### src/rtl/riscv_ctrl_pkg.sv
// Shared types and helpers for the pipeline control logic of the 5-stage core.
package riscv_ctrl_pkg;

    // Sequencer states. MD_BUSY covers the middle of a multi-cycle mul/div.
    // MD_DONE is the single cycle in which its result is valid in EX.
    typedef enum logic [1:0] {
        RUN     = 2'd0,
        MD_BUSY = 2'd1,
        MD_DONE = 2'd2
    } ctrl_state_t;

    // x0 is hardwired to zero, so writing it never creates a dependency.
    localparam logic [4:0] REG_X0 = 5'd0;

    // True when an ID-stage source operand is really read and names the given register.
    function automatic logic srcMatches(input logic uses, input logic [4:0] rs, input logic [4:0] rd);
        return uses && (rs == rd);
    endfunction

endpackage

### src/rtl/pipeline_hazard_ctrl_perf_counter.sv
// Free-running event counter that wraps around when it overflows.
module perf_counter #(
    parameter int CNT_W = 32
) (
    input  logic             clk,
    input  logic             reset,
    input  logic             inc,
    output logic [CNT_W-1:0] count
);

    logic [CNT_W-1:0] count_q;

    // Count one per cycle with inc high; overflow wraps back to zero.
    always_ff @(posedge clk) begin
        if (reset) begin
            count_q <= '0;
        end else if (inc) begin
            count_q <= count_q + 1'b1;
        end
    end

    assign count = count_q;

endmodule

### src/rtl/pipeline_hazard_ctrl.sv
// Central stall/flush sequencer for the 5-stage core. It drives the PC enable and the
// hold/flush controls of the IF/ID, ID/EX and EX/MEM pipeline registers, and it keeps
// counters of stall and flush events.
module pipeline_hazard_ctrl
    import riscv_ctrl_pkg::*;
#(
    parameter int MD_LAT = 4,
    parameter int CNT_W  = 32
) (
    input  logic             clk,
    input  logic             reset,
    input  logic [4:0]       id_rs1,
    input  logic [4:0]       id_rs2,
    input  logic             id_uses_rs1,
    input  logic             id_uses_rs2,
    input  logic [4:0]       ex_rd,
    input  logic             ex_mem_read,
    input  logic             ex_is_muldiv,
    input  logic             ex_redirect,
    input  logic             icache_miss,
    input  logic             dcache_stall,
    output logic             pc_write_en,
    output logic             ifid_write_disable,
    output logic             ifid_flush,
    output logic             idex_write_disable,
    output logic             idex_flush,
    output logic             exmem_write_disable,
    output logic             exmem_flush,
    output logic             md_result_valid,
    output logic [CNT_W-1:0] stall_cnt,
    output logic [CNT_W-1:0] flush_cnt
);

    // A mul/div holds EX for MD_LAT cycles, so MD_LAT-1 of them are stalls.
    // mdCnt_q counts the stall cycles already spent and never exceeds MD_LAT-2.
    localparam bit              MD_STALLS = (MD_LAT > 1);
    localparam int              MD_CW     = (MD_LAT > 2) ? $clog2(MD_LAT) : 1;
    localparam logic [MD_CW-1:0] MD_LAST  = MD_CW'((MD_LAT > 2) ? (MD_LAT - 2) : 0);

    ctrl_state_t      state_q, state_d;
    logic [MD_CW-1:0] mdCnt_q, mdCnt_d;

    logic loadUseHazard;
    logic mdStall;
    logic flushEvent;
    logic stallInc;
    logic flushInc;

    // A load in EX feeds an ID operand: there is no forwarding path, so one bubble is needed.
    assign loadUseHazard = ex_mem_read && (ex_rd != REG_X0) &&
                           (srcMatches(id_uses_rs1, id_rs1, ex_rd) ||
                            srcMatches(id_uses_rs2, id_rs2, ex_rd));

    // A new mul/div arriving in RUN starts the stall. In MD_DONE, ex_is_muldiv is still
    // the op that is finishing, so it must not start another stall.
    assign mdStall = (ex_is_muldiv && (state_q == RUN) && MD_STALLS) || (state_q == MD_BUSY);

    // Resolve all hazard sources in strict priority order into the controls and the next state.
    always_comb begin
        pc_write_en         = 1'b1;
        ifid_write_disable  = 1'b0;
        ifid_flush          = 1'b0;
        idex_write_disable  = 1'b0;
        idex_flush          = 1'b0;
        exmem_write_disable = 1'b0;
        exmem_flush         = 1'b0;
        md_result_valid     = 1'b0;
        flushEvent          = 1'b0;
        state_d             = state_q;
        mdCnt_d             = mdCnt_q;

        if (reset) begin
            pc_write_en = 1'b0;
            ifid_flush  = 1'b1;
            idex_flush  = 1'b1;
            state_d     = RUN;
            mdCnt_d     = '0;
        end else if (dcache_stall) begin
            pc_write_en         = 1'b0;
            ifid_write_disable  = 1'b1;
            idex_write_disable  = 1'b1;
            exmem_write_disable = 1'b1;
        end else if (mdStall) begin
            pc_write_en        = 1'b0;
            ifid_write_disable = 1'b1;
            idex_write_disable = 1'b1;
            exmem_flush        = 1'b1;
            if (state_q == RUN) begin
                if (MD_LAT == 2) begin
                    state_d = MD_DONE;
                end else begin
                    state_d = MD_BUSY;
                    mdCnt_d = MD_CW'(1);
                end
            end else if (mdCnt_q == MD_LAST) begin
                state_d = MD_DONE;
                mdCnt_d = '0;
            end else begin
                mdCnt_d = mdCnt_q + 1'b1;
            end
        end else begin
            if (state_q == MD_DONE) begin
                md_result_valid = 1'b1;
                state_d         = RUN;
            end
            if (ex_redirect) begin
                ifid_flush = 1'b1;
                idex_flush = 1'b1;
                flushEvent = 1'b1;
            end else if (loadUseHazard) begin
                pc_write_en        = 1'b0;
                ifid_write_disable = 1'b1;
                idex_flush         = 1'b1;
            end else if (icache_miss) begin
                pc_write_en = 1'b0;
                ifid_flush  = 1'b1;
            end
        end
    end

    // Register the sequencer state and the count of mul/div stall cycles spent.
    always_ff @(posedge clk) begin
        if (reset) begin
            state_q <= RUN;
            mdCnt_q <= '0;
        end else begin
            state_q <= state_d;
            mdCnt_q <= mdCnt_d;
        end
    end

    assign stallInc = !reset && !pc_write_en;
    assign flushInc = !reset && flushEvent;

    perf_counter #(.CNT_W(CNT_W)) u_stall_counter (
        .clk   (clk),
        .reset (reset),
        .inc   (stallInc),
        .count (stall_cnt)
    );

    perf_counter #(.CNT_W(CNT_W)) u_flush_counter (
        .clk   (clk),
        .reset (reset),
        .inc   (flushInc),
        .count (flush_cnt)
    );

endmodule

### config.mk
export PLATFORM = sky130hd
export DESIGN_NAME = pipeline_hazard_ctrl
export DESIGN_NICKNAME = d
export VERILOG_FILES = /design/src/rtl/riscv_ctrl_pkg.sv /design/src/rtl/pipeline_hazard_ctrl_perf_counter.sv /design/src/rtl/pipeline_hazard_ctrl.sv
export SDC_FILE = /design/constraint.sdc
export NUM_CORES = 1
export LEC_CHECK = 0
export ABC_CLOCK_PERIOD_IN_PS = 4300
export CELL_PAD_IN_SITES_DETAIL_PLACEMENT = 1
export CELL_PAD_IN_SITES_GLOBAL_PLACEMENT = 2
export CORE_MARGIN = 5
export CORE_UTILIZATION = 28
export DETAILED_ROUTE_END_ITERATION = 10
export HOLD_SLACK_MARGIN = 0.03
export PLACE_DENSITY_LB_ADDON = 0.1
export SLEW_MARGIN = 20
export SYNTH_ARGS = -nofsm -noshare
export SYNTH_HDL_FRONTEND = slang
export SYNTH_HIERARCHICAL = 1
export SYNTH_SLANG_ARGS = --single-unit
### constraint.sdc
create_clock -name clk -period 4.3 [get_ports clk]
set_clock_uncertainty 0.2 [all_clocks]
set_input_delay 1.075 -clock clk [delete_from_list [all_inputs] [get_ports clk]]
set_output_delay 1.075 -clock clk [all_outputs]
set_load 0.01 [all_outputs]
## After elaboration in Yosys (flattened, before gate mapping)

Cells that the tools add are included.
Widths: inputs -> output; s select.

- Multiplexer cells: 42
- Shifts and indexed selects: 0
- Bitwise gates (word level): 1
- Divide/modulo/power cells: 0
- Multipliers: 0
- Add/subtract/negate cells: 3
- Equal/unequal tests: 6
- $lt $le $gt $ge: 0
- Reduce and logical (&&, ||, !) cells: 16

Operator list:

| kind | count |
|---|---|
| $add 32x1->32 const B | 2 |
| $mux 1 | 36 |
| $mux 2 | 6 |
| $eq 5x5->1 | 2 |
| $logic_and 1x1->1 | 7 |
| $reduce_bool 5->1 | 1 |
| $eq 2x2->1 const B | 2 |
| $ne 3x1->1 const B | 1 |
| $reduce_and 3->1 | 1 |
| $add 2x1->2 const B | 1 |
| $eq 2x1->1 const B | 1 |
| $logic_not 1->1 | 2 |
| $logic_not 2->1 | 1 |
| $logic_or 1x1->1 | 2 |
| $reduce_and 2->1 | 1 |
| $reduce_bool 2->1 | 1 |
| $not 1->1 | 1 |

- Bits in read-only memories: 0
- Latch bits: 0
- Register bits after elaboration: 68
- Memory bits (writable): 0
- Memories kept: 0
- Input port bits: 24

## Depth between registers and ports, before layout

Gate-level depths: netlist of the first run.

- Depth in word-level cells: 11
- Mapped depth: 11
- Mapped depth without buffers: 9

## By module

The synthesis of the first run kept the hierarchy.

By module, submodules not included:

| module | cells an instance | seq. area each (sq um) | area an instance (sq um) | times used |
|---|---|---|---|---|
| perf_counter | 181 | 640.6 | 1564.0 | 2 |
| pipeline_hazard_ctrl | 57 | 80.1 | 414.1 | 1 |

## Worst setup path before layout of the first run

No wires, ideal clock.

- Path kind: in2reg
- Start point: input ex_rd[1]
- End point: register u_stall_counter.count_q[27], in the netlist u_stall_counter/count[27]
- Data required time: 3979 ps
- Library setup time: 121 ps
- Data arrival time: 3186 ps
- Setup slack: 793 ps
- Stages: 11
- Cell sequence: xnor2_1 -> nand4_1 -> o22ai_1 -> a21oi_2 -> o31ai_1 -> buf_2 -> and4_1 -> buf_2 -> nand4_1 -> nor3b_1 -> mux2_2

- Cells in the longest elaborated chain, start to end: 11
- Elaborated cells between the ends (all ways): 15
- Those cells by class: 2 x eq/ne; 5 x mux; 8 x reduce/logical

Ends and longest elaborated chain:

| item | line | source |
|---|---|---|
| start: declaration | pipeline_hazard_ctrl.sv:16 | `input logic [4:0] ex_rd,` |
| $eq 5x5->1 | riscv_ctrl_pkg.sv:17 | `return uses && (rs == rd);` |
| $logic_and 1x1->1 | riscv_ctrl_pkg.sv:17 |  |
| $logic_or 1x1->1 | pipeline_hazard_ctrl.sv:51 | `(srcMatches(id_uses_rs1, id_rs1, ex_rd) \|\|` |
| $logic_and 1x1->1 (*) | pipeline_hazard_ctrl.sv:50 | `assign loadUseHazard = ex_mem_read && (ex_rd != REG_X0) &&` |
| $mux 1 (*) | pipeline_hazard_ctrl.sv:110 | `end else if (loadUseHazard) begin` |
| $mux 1 (*) | pipeline_hazard_ctrl.sv:106 | `if (ex_redirect) begin` |
| $mux 1 (*) | pipeline_hazard_ctrl.sv:83 | `end else if (mdStall) begin` |
| $mux 1 (*) | pipeline_hazard_ctrl.sv:78 | `end else if (dcache_stall) begin` |
| $mux 1 (*) | pipeline_hazard_ctrl.sv:72 | `if (reset) begin` |
| $logic_not 1->1 (*) | pipeline_hazard_ctrl.sv:132 | `assign stallInc = !reset && !pc_write_en;` |
| $logic_and 1x1->1 (*) | pipeline_hazard_ctrl.sv:132 |  |
| net stallInc | pipeline_hazard_ctrl.sv:46 | `logic stallInc;` |
| end signal: assignment | pipeline_hazard_ctrl_perf_counter.sv:18 | `count_q <= count_q + 1'b1;` |
| end: declaration | pipeline_hazard_ctrl_perf_counter.sv:11 | `logic [CNT_W-1:0] count_q;` |

The timed path passes the listed nets; every way through them passes the cells marked *.
A chain may end at the register's enable or synchronous reset.

## Final worst setup path of the first run

- Start point: input ex_rd[1]
- End point: output ifid_flush

- Cells in the longest elaborated chain, start to end: 9
- Elaborated cells between the ends (all ways): 13
- Those cells by class: 2 x eq/ne; 5 x mux; 6 x reduce/logical

Ends and longest elaborated chain:

| item | line | source |
|---|---|---|
| $eq 5x5->1 | riscv_ctrl_pkg.sv:17 |  |
| $logic_and 1x1->1 | riscv_ctrl_pkg.sv:17 |  |
| $logic_or 1x1->1 | pipeline_hazard_ctrl.sv:51 |  |
| $logic_and 1x1->1 (*) | pipeline_hazard_ctrl.sv:50 |  |
| $mux 1 (*) | pipeline_hazard_ctrl.sv:110 |  |
| $mux 1 (*) | pipeline_hazard_ctrl.sv:106 |  |
| $mux 1 (*) | pipeline_hazard_ctrl.sv:83 |  |
| $mux 1 (*) | pipeline_hazard_ctrl.sv:78 |  |
| $mux 1 (*) | pipeline_hazard_ctrl.sv:72 |  |
| end: declaration | pipeline_hazard_ctrl.sv:24 | `output logic ifid_flush,` |

Mark *: on every way between the ends. The rest lies on a longest branch, timed or not.

==> impl_metrics.toml, run 1 <==
[outcome]
status = "finished, final reports clean"

[yosys]
yosys_most_used_dff = "dfxtp_1"
syn_inst = 419
syn_area_um2 = 3540
synth_edf_count = 0
syn_nets = 445
synth_top_family_by_area = "simple AND/OR/NAND/NOR gates"
yosys-mux-area-fraction_pct = 7.84
yosysWarnings = 6
synth_simple_gate_area_share_pct = 32.7
ys_types = 41
async_reset_ff_share_pct = 0
synth_compound_area_share_pct = 7.63
synth_fa_ha_area_share_pct = 0.706
syn_area_per_cell_um2 = 8.45
yosysSeqAreaShare_pct = 38.4
ys_ff_latch = 68
synth_xor_xnor_area_share_pct = 8.90

[clock_network]
cts_tree = "yes"
cts_root_buffer = "clkbuf_16"
clock_latency_ns = 0.33
clk_path_buf_depth = 2
clkTransAtPathRegs_ns = 0.05
cts_hold_buf = 0
cts_sinks = 68
cts_buffers = 9
htreeDepth = 3

[power_and_ir_drop]
leakage_nw = 1.75
finalPower_mw = 1.43
peakVddDrop_mv = 0.121
powerDensity_nw_per_um2 = 287
p_seq_share_pct = 44.7
pwr-share-clk_pct = 48.3
p_comb_share_pct = 7.0
swShare_pct = 22.1
p_sw_mw = 0.317
p_int_mw = 1.12

[floorplan]
die_area_um2 = 15000
initial_utilization_pct = 28.3
core_area_um2 = 12500
rows = 41
die_w_um = 122
ioPinCount = 96
fp.dieH_um = 122

[global_route]
antenna_found_initial = 0
grt_max_degree = 91
grt.total_usage_pct = 13.7
grt_overflow = 0
grt_pass1_vias = 3430
grt_first_pass_wirelength_um = 16500

[final_layout]
mostFrequentLayoutCells = "clkdlybuf4s50_1 (90), dfxtp_1 (68), nor2_1 (61)"
design_area_um2 = 4990
nFillCells = 1521
drive_above_1_share_pct = 11.3
fin_nets = 545
area_growth_pct = 40.9
n_antenna_cell = 0
final_common_cell = "clkdlybuf4s50_1"
fin_util_pct = 39.9

[sta]
max_freq_ghz = 0.243
setup_ws_ns = 0.184
setup-tns-final_ns = 0
slew_violations = 0
grt_setup_unrepaired = "false"
setup_violations = 0
period_minus_slack_ns = 4.12
fin_crit_sh_pct = 95.7
tightest_slew_ns = 0.926
relSlewSlack_pct = 38.3
hold_violations = 0

[flow_run]
drv_cap = 0

[critical_path]
crit_path_max_fanout = 4
end_kind = "output port"
worstPathArrival_ns = 2.84
worstPathRequired_ns = 3.02
crit_path_start_kind = "primary input"
crit_slowest_cell = "or4_1"
worstSetupPathType = "primary input to output port"
reg2reg_depth = 8
crit_chain = "clkdlybuf4s50_1 > or4_1 > o21a_1 > a21boi_1 > o31a_1 > dlygate4sd2_1"
crit_path_max_incr_delay_ns = 0.54

[routing]
wl_per_cell_um = 14.4
wl_met2_um = 4880
first_pass_iters = 4
via_per_inst = 4.87
dr.first_iter.drc_count = 106
routedLengthMet1_um = 4580
drt_wl_total_um = 9980
vias = 3379
ant_nets = 0
met3_length_um = 361
top_layer = "met4"
drc = 0

[min_path]
min_path_cells = 2
min_path_type = "flip-flop to flip-flop"

[placement]
gp_congestion = 0.744
dpl_worst_slack_ns = -0.0909
placedInstanceArea_um2 = 4720
hpwlAfterDp_um = 7170
portBuffers = 95
==> worst max-delay path, delay by kind of cell <==
kind | cells | cell delay, ns
AND/OR/NAND/NOR | 1 | 0.54
buffers and inverters | 2 | 0.70
AO/OA/AOI/OAI | 3 | 0.54
==> sequential cells by signal, summed over array words and instances, names as in the netlist <==
| register | flops |
|---|---|
| u_flush_counter/count | 32 |
| state_q | 2 |
| mdCnt_q | 2 |
| u_stall_counter/count | 32 |
==> metrics by stage <==
stage / cells / hold WS [ns]
floorplan: 419 / 0.295
global placement: 680 / 0.272
detailed placement: 680 / 0.294
CTS: 694 / 0.302
global route: 694 / 0.342
finish: 694 / 0.298
==> cell families after synthesis <==
kind of cell	Yosys count
xor+xnor	36
simple gates	213
flops	68
buf+inv	30
compound gates	45
fa+ha+maj	2
mux	25
==> repair_timing <==
action / CTS / global route
resized for setup: 3 / 1
endpoints found under the setup margin: 3 / 1
buffers inserted: 0 / 0
==> final cells by class <==
class	instances	area [um2]	share of cell area, %
clock inverter	2	10.0	0.201
inverter	9	33.8	0.677
sequential	68	1360	27.3
timing repair buffer	110	1060	21.2
tap	172	215	4.31
clock buffer	12	267	5.34
multi-input combinational	321	2050	41.0
==> path summary, 6_finish.rpt <==
path | startpoint | endpoint | slack (ns)
max | ex_rd[1] | ifid_flush | 0.18
min reg2reg | u_stall_counter/count[22] | u_stall_counter/count[22] | 0.30
max reg2reg | state_q[0] | u_stall_counter/count[19] | 1.66
min | u_stall_counter/count[22] | u_stall_counter/count[22] | 0.30
==> power groups by stage <==
stage / clock [mW] / sequential, mW / combinational (mW)
after floorplan: 0 / 0.654 / 0.0472
after global placement: 0 / 0.654 / 0.102
after detailed placement: 0 / 0.654 / 0.104
after CTS: 0.724 / 0.640 / 0.103
after global routing: 0.749 / 0.641 / 0.111
final: 0.692 / 0.641 / 0.101
==> synth_stat cells, types with 3 or more instances <==
cell | number | area [um2]
a21oi_1 | 17 | 85.1
and2_1 | 3 | 18.8
and3_1 | 4 | 25.0
and4_1 | 6 | 52.6
buf_2 | 4 | 20.0
clkbuf_1 | 15 | 56.3
dfxtp_1 | 68 | 1360
inv_1 | 9 | 33.8
mux2_1 | 4 | 45.0
mux2_2 | 18 | 203
mux2i_1 | 3 | 30.0
nand2_1 | 21 | 78.8
nand3_1 | 18 | 90.1
nand4_1 | 22 | 138
nor2_1 | 61 | 229
nor2b_1 | 21 | 131
nor3_1 | 23 | 115
nor4_1 | 4 | 25.0
o21ai_0 | 10 | 50.1
o31ai_1 | 8 | 60.1
or3_1 | 8 | 50.1
or4_1 | 7 | 52.6
xnor2_1 | 18 | 158
xor2_1 | 18 | 158
==> layer usage <==
metal | global-route usage [%] | vias up
met4 | 5.46 | 0
li1 | - | 1685
met5 | 0 | -
met2 | 23.4 | 62
met1 | 16.5 | 1622
met3 | 3.27 | 10
No activity file was read; power rests on OpenSTA's default activity.
==> run 2: changes to the inputs <==
- SKIP_LAST_GASP: not set -> 1
==> results of run 2 <==
Final layout, timing and power as in run 1 (identical DEF).
==> run 3: changes to the inputs <==
- CTS_CLUSTER_SIZE: not set -> 40
==> results of run 3 <==
Final layout, timing and power as in run 1 (identical DEF).
